==> src/rtl/xbee_pkg.sv <==
// Shared types and constants for the XBee transmit scheduler.
// The optional parity slot is enabled by defining XBEE_TX_PARITY_EN.
package xbee_pkg;

    localparam int XBEE_DATA_W   = 8;
    localparam int STOP_BITS_MIN = 1;
    localparam int STOP_BITS_MAX = 2;

    typedef enum logic [2:0] {
        ST_IDLE,
        ST_START,
        ST_DATA,
        ST_PARITY,
        ST_STOP
    } state_e;

endpackage

==> src/rtl/rr_arbiter.sv <==
// Round-robin pick: first asserted request at or after `pointer`, wrapping
// modulo NUM_REQ. Purely combinational; `en` low forces an all-zero grant.
module rr_arbiter #(
    parameter int NUM_REQ = 4
) (
    input  logic [NUM_REQ-1:0]         req,
    input  logic [$clog2(NUM_REQ)-1:0] pointer,
    input  logic                       en,
    output logic [NUM_REQ-1:0]         grant,
    output logic [$clog2(NUM_REQ)-1:0] grant_idx
);

    localparam int IDX_W = $clog2(NUM_REQ);

    logic [IDX_W:0]   sum;
    logic [IDX_W-1:0] idx;
    logic             found;

    // NOTE: every variable gets a default before the loop so no latch is inferred.
    always_comb begin
        grant     = '0;
        grant_idx = '0;
        found     = 1'b0;
        sum       = '0;
        idx       = '0;
        for (int i = 0; i < NUM_REQ; i++) begin
            sum = {1'b0, pointer} + (IDX_W + 1)'(i);
            if (sum >= (IDX_W + 1)'(NUM_REQ)) begin
                sum = sum - (IDX_W + 1)'(NUM_REQ);
            end
            idx = sum[IDX_W-1:0];
            if (en && !found && req[idx]) begin
                grant[idx] = 1'b1;
                grant_idx  = idx;
                found      = 1'b1;
            end
        end
    end

endmodule

==> src/rtl/xbee_tx_sched.sv <==
// Round-robin shared UART transmitter (8N1, optional even parity via
// XBEE_TX_PARITY_EN) that also sequences the external baud tick generator.
module xbee_tx_sched
    import xbee_pkg::*;
#(
    parameter int NUM_REQ   = 4,
    parameter int STOP_BITS = 1
) (
    input  logic                           clk,
    input  logic                           rst,
    input  logic [NUM_REQ-1:0]             req_valid,
    input  logic [XBEE_DATA_W*NUM_REQ-1:0] req_data,
    output logic [NUM_REQ-1:0]             req_ready,
    input  logic                           tick,
    output logic                           baud_en,
    output logic                           baud_rst,
    output logic                           tx,
    output logic                           busy,
    output logic [$clog2(NUM_REQ)-1:0]     grant_id
);

    localparam int IDX_W = $clog2(NUM_REQ);

    state_e                 state_q, state_d;
    logic [IDX_W-1:0]       ptr_q, ptr_d;
    logic [IDX_W-1:0]       grant_id_q, grant_id_d;
    logic [2:0]             bit_cnt_q, bit_cnt_d;
    logic [XBEE_DATA_W-1:0] shift_q, shift_d;
`ifdef XBEE_TX_PARITY_EN
    logic                   parity_q, parity_d;
`endif

    logic [NUM_REQ-1:0]     arb_grant;
    logic [IDX_W-1:0]       arb_idx;
    logic [XBEE_DATA_W-1:0] sel_byte;

    // Gating with rst keeps req_ready silent while reset is held.
    rr_arbiter #(.NUM_REQ(NUM_REQ)) u_arb (
        .req       (req_valid),
        .pointer   (ptr_q),
        .en        ((state_q == ST_IDLE) && !rst),
        .grant     (arb_grant),
        .grant_idx (arb_idx)
    );

    assign req_ready = arb_grant;
    assign grant_id  = grant_id_q;

    always_comb begin
        sel_byte = '0;
        for (int i = 0; i < NUM_REQ; i++) begin
            if (arb_grant[i]) begin
                sel_byte = sel_byte | req_data[i*XBEE_DATA_W +: XBEE_DATA_W];
            end
        end
    end

    // NOTE: sequential state uses non-blocking assignments only.
    always_ff @(posedge clk or posedge rst) begin
        if (rst) begin
            state_q    <= ST_IDLE;
            ptr_q      <= '0;
            grant_id_q <= '0;
            bit_cnt_q  <= '0;
            shift_q    <= '0;
`ifdef XBEE_TX_PARITY_EN
            parity_q   <= 1'b0;
`endif
        end else begin
            state_q    <= state_d;
            ptr_q      <= ptr_d;
            grant_id_q <= grant_id_d;
            bit_cnt_q  <= bit_cnt_d;
            shift_q    <= shift_d;
`ifdef XBEE_TX_PARITY_EN
            parity_q   <= parity_d;
`endif
        end
    end

    always_comb begin
        state_d    = state_q;
        ptr_d      = ptr_q;
        grant_id_d = grant_id_q;
        bit_cnt_d  = bit_cnt_q;
        shift_d    = shift_q;
`ifdef XBEE_TX_PARITY_EN
        parity_d   = parity_q;
`endif
        tx         = 1'b1;
        baud_en    = 1'b1;
        baud_rst   = 1'b0;
        busy       = 1'b1;

        case (state_q)
            ST_IDLE: begin
                // Generator held in reset so the next frame starts on a clean phase.
                baud_en  = 1'b0;
                baud_rst = 1'b1;
                busy     = 1'b0;
                if (|arb_grant) begin
                    shift_d    = sel_byte;
                    grant_id_d = arb_idx;
                    ptr_d      = (arb_idx == IDX_W'(NUM_REQ - 1)) ? '0 : arb_idx + 1'b1;
`ifdef XBEE_TX_PARITY_EN
                    parity_d   = ^sel_byte;
`endif
                    state_d    = ST_START;
                end
            end
            ST_START: begin
                tx = 1'b0;
                if (tick) begin
                    bit_cnt_d = '0;
                    state_d   = ST_DATA;
                end
            end
            ST_DATA: begin
                tx = shift_q[0];
                if (tick) begin
                    shift_d = shift_q >> 1;
                    if (bit_cnt_q == 3'(XBEE_DATA_W - 1)) begin
                        bit_cnt_d = '0;
`ifdef XBEE_TX_PARITY_EN
                        state_d   = ST_PARITY;
`else
                        state_d   = ST_STOP;
`endif
                    end else begin
                        bit_cnt_d = bit_cnt_q + 3'd1;
                    end
                end
            end
`ifdef XBEE_TX_PARITY_EN
            ST_PARITY: begin
                tx = parity_q;
                if (tick) begin
                    bit_cnt_d = '0;
                    state_d   = ST_STOP;
                end
            end
`endif
            ST_STOP: begin
                if (tick) begin
                    if (bit_cnt_q == 3'(STOP_BITS - 1)) begin
                        bit_cnt_d = '0;
                        state_d   = ST_IDLE;
                    end else begin
                        bit_cnt_d = bit_cnt_q + 3'd1;
                    end
                end
            end
            default: begin
                baud_en  = 1'b0;
                baud_rst = 1'b1;
                busy     = 1'b0;
                state_d  = ST_IDLE;
            end
        endcase
    end

endmodule

==> config.mk <==
export PLATFORM = sky130hd
export DESIGN_NAME = xbee_tx_sched
export DESIGN_NICKNAME = d
export VERILOG_FILES = /design/src/rtl/xbee_pkg.sv /design/src/rtl/rr_arbiter.sv /design/src/rtl/xbee_tx_sched.sv
export SDC_FILE = /design/constraint.sdc
export NUM_CORES = 1
export LEC_CHECK = 0
export BUFFER_PORTS_ARGS = -buffer_cell sky130_fd_sc_hd__buf_2
export CORE_ASPECT_RATIO = 0.6
export CORE_MARGIN = 2
export CORE_UTILIZATION = 51
export DETAILED_ROUTE_END_ITERATION = 16
export PLACE_DENSITY = 0.9
export RECOVER_POWER = 25
export SLEW_MARGIN = 30
export SYNTH_ARGS = -nofsm -noshare
export SYNTH_HDL_FRONTEND = slang
export SYNTH_SLANG_ARGS = --single-unit
==> constraint.sdc <==
create_clock -name clk -period 5.18 [get_ports clk]
set_input_delay 0.777 -clock clk [delete_from_list [all_inputs] [get_ports clk]]
set_output_delay 0.777 -clock clk [all_outputs]
set_load 0.02 [all_outputs]
After elaboration in Yosys (flattened, before gate mapping):

Cells that the tools add are included.

* bits of input ports: 39
* output and inout port bits: 10
* word-level logic and storage cells: 124
* bits in registers: 18

* multiplexer cells: 55
* bitwise operators: 6
* $lt $le $gt $ge: 12
* $add $sub $neg: 9
* reductions and logical operators: 26
* equal/unequal tests: 11

Operators by type and width (number)
* $mux W8: 6
* $mux W3: 11
* $or A8 B8 Y8: 3
* $mux W2: 9
* $mux W4: 4
* $pmux W8 S2: 1
* $mux W1: 13
* $logic_and A1 B1 Y1: 12
* $lt A2 B3 Y1 const B: 4
* $or A4 B4 Y4: 3
* $pmux W3 S4: 1
* $ne A2 B2 Y1 const B: 5
* $ge A3 B3 Y1 const B: 3
* $pmux W3 S3: 1
* $bmux W1 S2: 4
* $demux W1 S2: 4
* $ge A2 B1 Y1 const B: 4
* $sub A2 B1 Y2 const B: 4
* $add A2 B2 Y3 const B: 2
* $eq A3 B3 Y1 const B: 2
* $logic_not A3 Y1: 2
* $reduce_and A6 Y1: 1
* $logic_not A1 Y1: 4
* $reduce_and A4 Y1: 1
* other kinds (15): 15

Depth between registers and ports, before layout:

* depth after elaboration: 27
* gate-level depth with buffers: 13
* gate-level depth less buffers: 9

Modules after synthesis:

From an unflattened synthesis, not the netlist that was laid out.

* cells, all modules: 179
* area total of the unflattened synthesis: 1659.1 sq um

By module, submodules not included
* xbee_tx_sched: seq. area each 450.4 sq um, area an instance 1097.3 sq um, cells an instance 111, times used 1
* rr_arbiter: seq. area each 0.0 sq um, area an instance 561.8 sq um, cells an instance 68, times used 1

Worst setup path after synthesis:

No wires, ideal clock.

* path type: register to register
* from: register with a tool-made name
* to: register shift_q[0]
* stages on the path, launching flop included: 14
* period minus slack after synthesis: 3652 ps
* setup time: 125 ps
* path buffers: 4
* slack: 1528 ps
* required time: 5055 ps
* arrival: 3528 ps
* cells stage by stage: dfrtp_1 buf_2 buf_6 inv_1 ha_1 mux4_2 buf_4 nand3b_1 a21oi_1 a221o_1 buf_2 nor4_4 a21boi_4 mux2_2

RTL lines
* end signal, assigned: RTL line xbee_tx_sched.sv:74 `shift_q <= shift_d;`
* end, declared: RTL line xbee_tx_sched.sv:28 `logic [XBEE_DATA_W-1:0] shift_q, shift_d;`

==> metrics.cfg <==
[clock_network]
cts_setup_buffers=0
clock_latency_ns=0.25
cts-root-buf=clkbuf_8
numCtsBuffers=3
clock_path_buffers=2
cts_tree=built
postCtsHoldBufs=0
cts_resized=0
clock-sinks=18
htreeDepth=1
cts.clk_slew.worst_paths_ns=0.07

[floorplanning]
die_h_um=46.85
die_x_um=75.41
dieArea_um2=3532
initial_core_util_pct=53.98
core_area_um2=2890
rows=15
boundaryPins=49

[placement]
place_area_um2=1795
portBuffers=48
dp_hpwl_mm=2.827
dpl.cell_count=253
place_congestion=0.8986

[setup_path]
arrival_ns=3.58
cp-start-kind=flip-flop
worst-setup-path-type=reg -> out
crit_fanout=19
cp-end-kind=output port
r2r_setup_slack_ns=0.98
crit_chain=inv_1, ha_1, mux4_2, a211oi_1, a221o_1, buf_2
cp.required_ns=4.40
slowest_stage=dfrtp_1
max_stage_delay_ns=0.77

[synthesis]
syn_area_um2=1560
synth_top_area_share_pct=28.87
yosysWarningCount=0
synth_edf_count=0
netlist_top_cells_area=dfrtp_1 (29%), ha_1 (8.0%), mux2_2 (7.9%)
ys_seq_area_share_pct=28.87
ys_seq_elements=18
yosysTopAreaCell=dfrtp_1
avgSynthCellArea_um2=9.071
async_flop_share_pct=100.0
synth_cells=172
synth-main-ff-cell=dfrtp_1
syn_nets=221
ys_types=42

[final_layout]
fin_util_pct=63.85
drive_gt1_share_pct=30.70
stdcell_count=257
stdcell_area_um2=1846
nNetsFinal=265
layout_common_cells=buf_2 (47), dfrtp_1 (18), nand2_1 (17)
final_common_cell=buf_2
area_growth_pct=18.28
num_antenna_cells=0

[pwr]
leakage_nw=0.9089
peakVddDrop_mv=0.2755
power.total_uw=858.8
p_per_area_nw_per_um2=465.3

[sta]
max_freq_mhz=229.3
fin_skew_ns=0.001929
worst_pin_slew_ns=0.9804
finalHoldViolations=0
finalSetupTns_ns=0
fin_crit_ns=4.362
drv_slew=0
setup_viol=0
relSlewSlack_pct=34.64
grt_setup_unrepaired=false
fin_crit_sh_pct=84.21

[route]
drc=0
post_drt_wl_per_cell_um=14.51
dr.pass1.iters=5
ant_nets=0
routed_wl_mm=3.729
via_per_inst=5.790
vias=1488
drt_iter0_drc=175

[hold_path]
hold_path_class=reg -> reg

[run_status]
status=finished, final reports clean

[global_routing]
grt_usage_pct=21.12
grt_pass1_vias=1214
gr-total-overflow=0
grt_max_degree=20
grt_pass1_wl_mm=5.471
grt_antenna_before_repair=0

[flow_run]
maxCapViolCount=0

where the power goes:
group	leakage [nW]	total, mW	switching, mW	internal (mW)
clock network	0.0288	0.114	0.0460	0.0676
logic	0.646	0.508	0.285	0.224
registers	0.234	0.237	0.0500	0.187
total	0.909	0.859	0.381	0.478
layout make-up:
type                            instances  area, um^2
Fill cell                             247        1045
Multi-Input combinational cell        133        1003
Sequential cell                        18       450.4
Timing Repair Buffer                   49       242.7
Clock buffer                            4       55.05
Tap cell                               42       52.55
Inverter                               11       41.29
cells in the mapped netlist, types with 2 or more instances:
master,n
dfrtp_1,18
nand2_1,17
a22oi_1,15
nor2_1,13
mux2_2,11
ha_1,10
inv_1,10
a21oi_1,9
a31oi_1,6
nand3_1,5
a221o_1,4
buf_2,4
nand3b_1,4
o21ai_0,4
a222oi_1,3
mux2i_1,3
nand2b_1,3
nor2b_1,3
a211oi_1,2
a311oi_1,2
buf_4,2
buf_6,2
clkbuf_1,2
mux4_2,2
stage by stage:
step	hold WS, ns	worst slack [ns]
2_1_floorplan	0.4500	1.528
3_3_place_gp	0.4625	1.210
3_5_place_dp	0.4739	1.040
4_1_cts	0.4897	0.8603
5_1_grt	0.5077	0.6207
6_report	0.4840	0.8181
worst max-delay path: cells and delay by family (launching register included):
family | cells | cell delay [ns]
muxes | 1 | 0.64
buffers and inverters | 2 | 0.52
AOI/OAI and AO/OA | 2 | 0.95
DFF | 1 | 0.77
adders and majority gates | 1 | 0.45
worst paths after layout:
kind / startpoint / to / cells past startpoint
max: flip-flop / req_ready[3] / 6
min: shift_q[7] / shift_q[7] / 1
max reg2reg: flip-flop / shift_q[0] / 9
min reg2reg: shift_q[7] / shift_q[7] / 1
max in group asynchronous: rst / shift_q[7] / 3
min in group asynchronous: rst / ptr_q[1] / 3
registers in the layout, indices dropped and copies added, names as in the netlist, named ones only:
register   flops
bit_cnt_q      3
grant_id       2
ptr_q          1
shift_q        8
state_q        3
cells by family after synthesis:
family	count (synthesis)	share of synthesized area (%)
and+or+nand+nor	52	17.08
xor gates and xnor gates	1	0.5614
DFF	18	28.87
muxes	16	12.75
buffers and inverters	21	6.816
adders and majority gates	10	8.019
AOI/OAI and AO/OA	54	25.90
routing by layer:
layer	wire (um)	up-vias	GRT usage, %
li1	-	736	-
met1	1789	681	30.39
met2	1559	68	32.70
met3	370	3	5.365
met4	10	0	4.561
met5	0	-	0
Note: power is estimated with default switching activity, not from simulation.
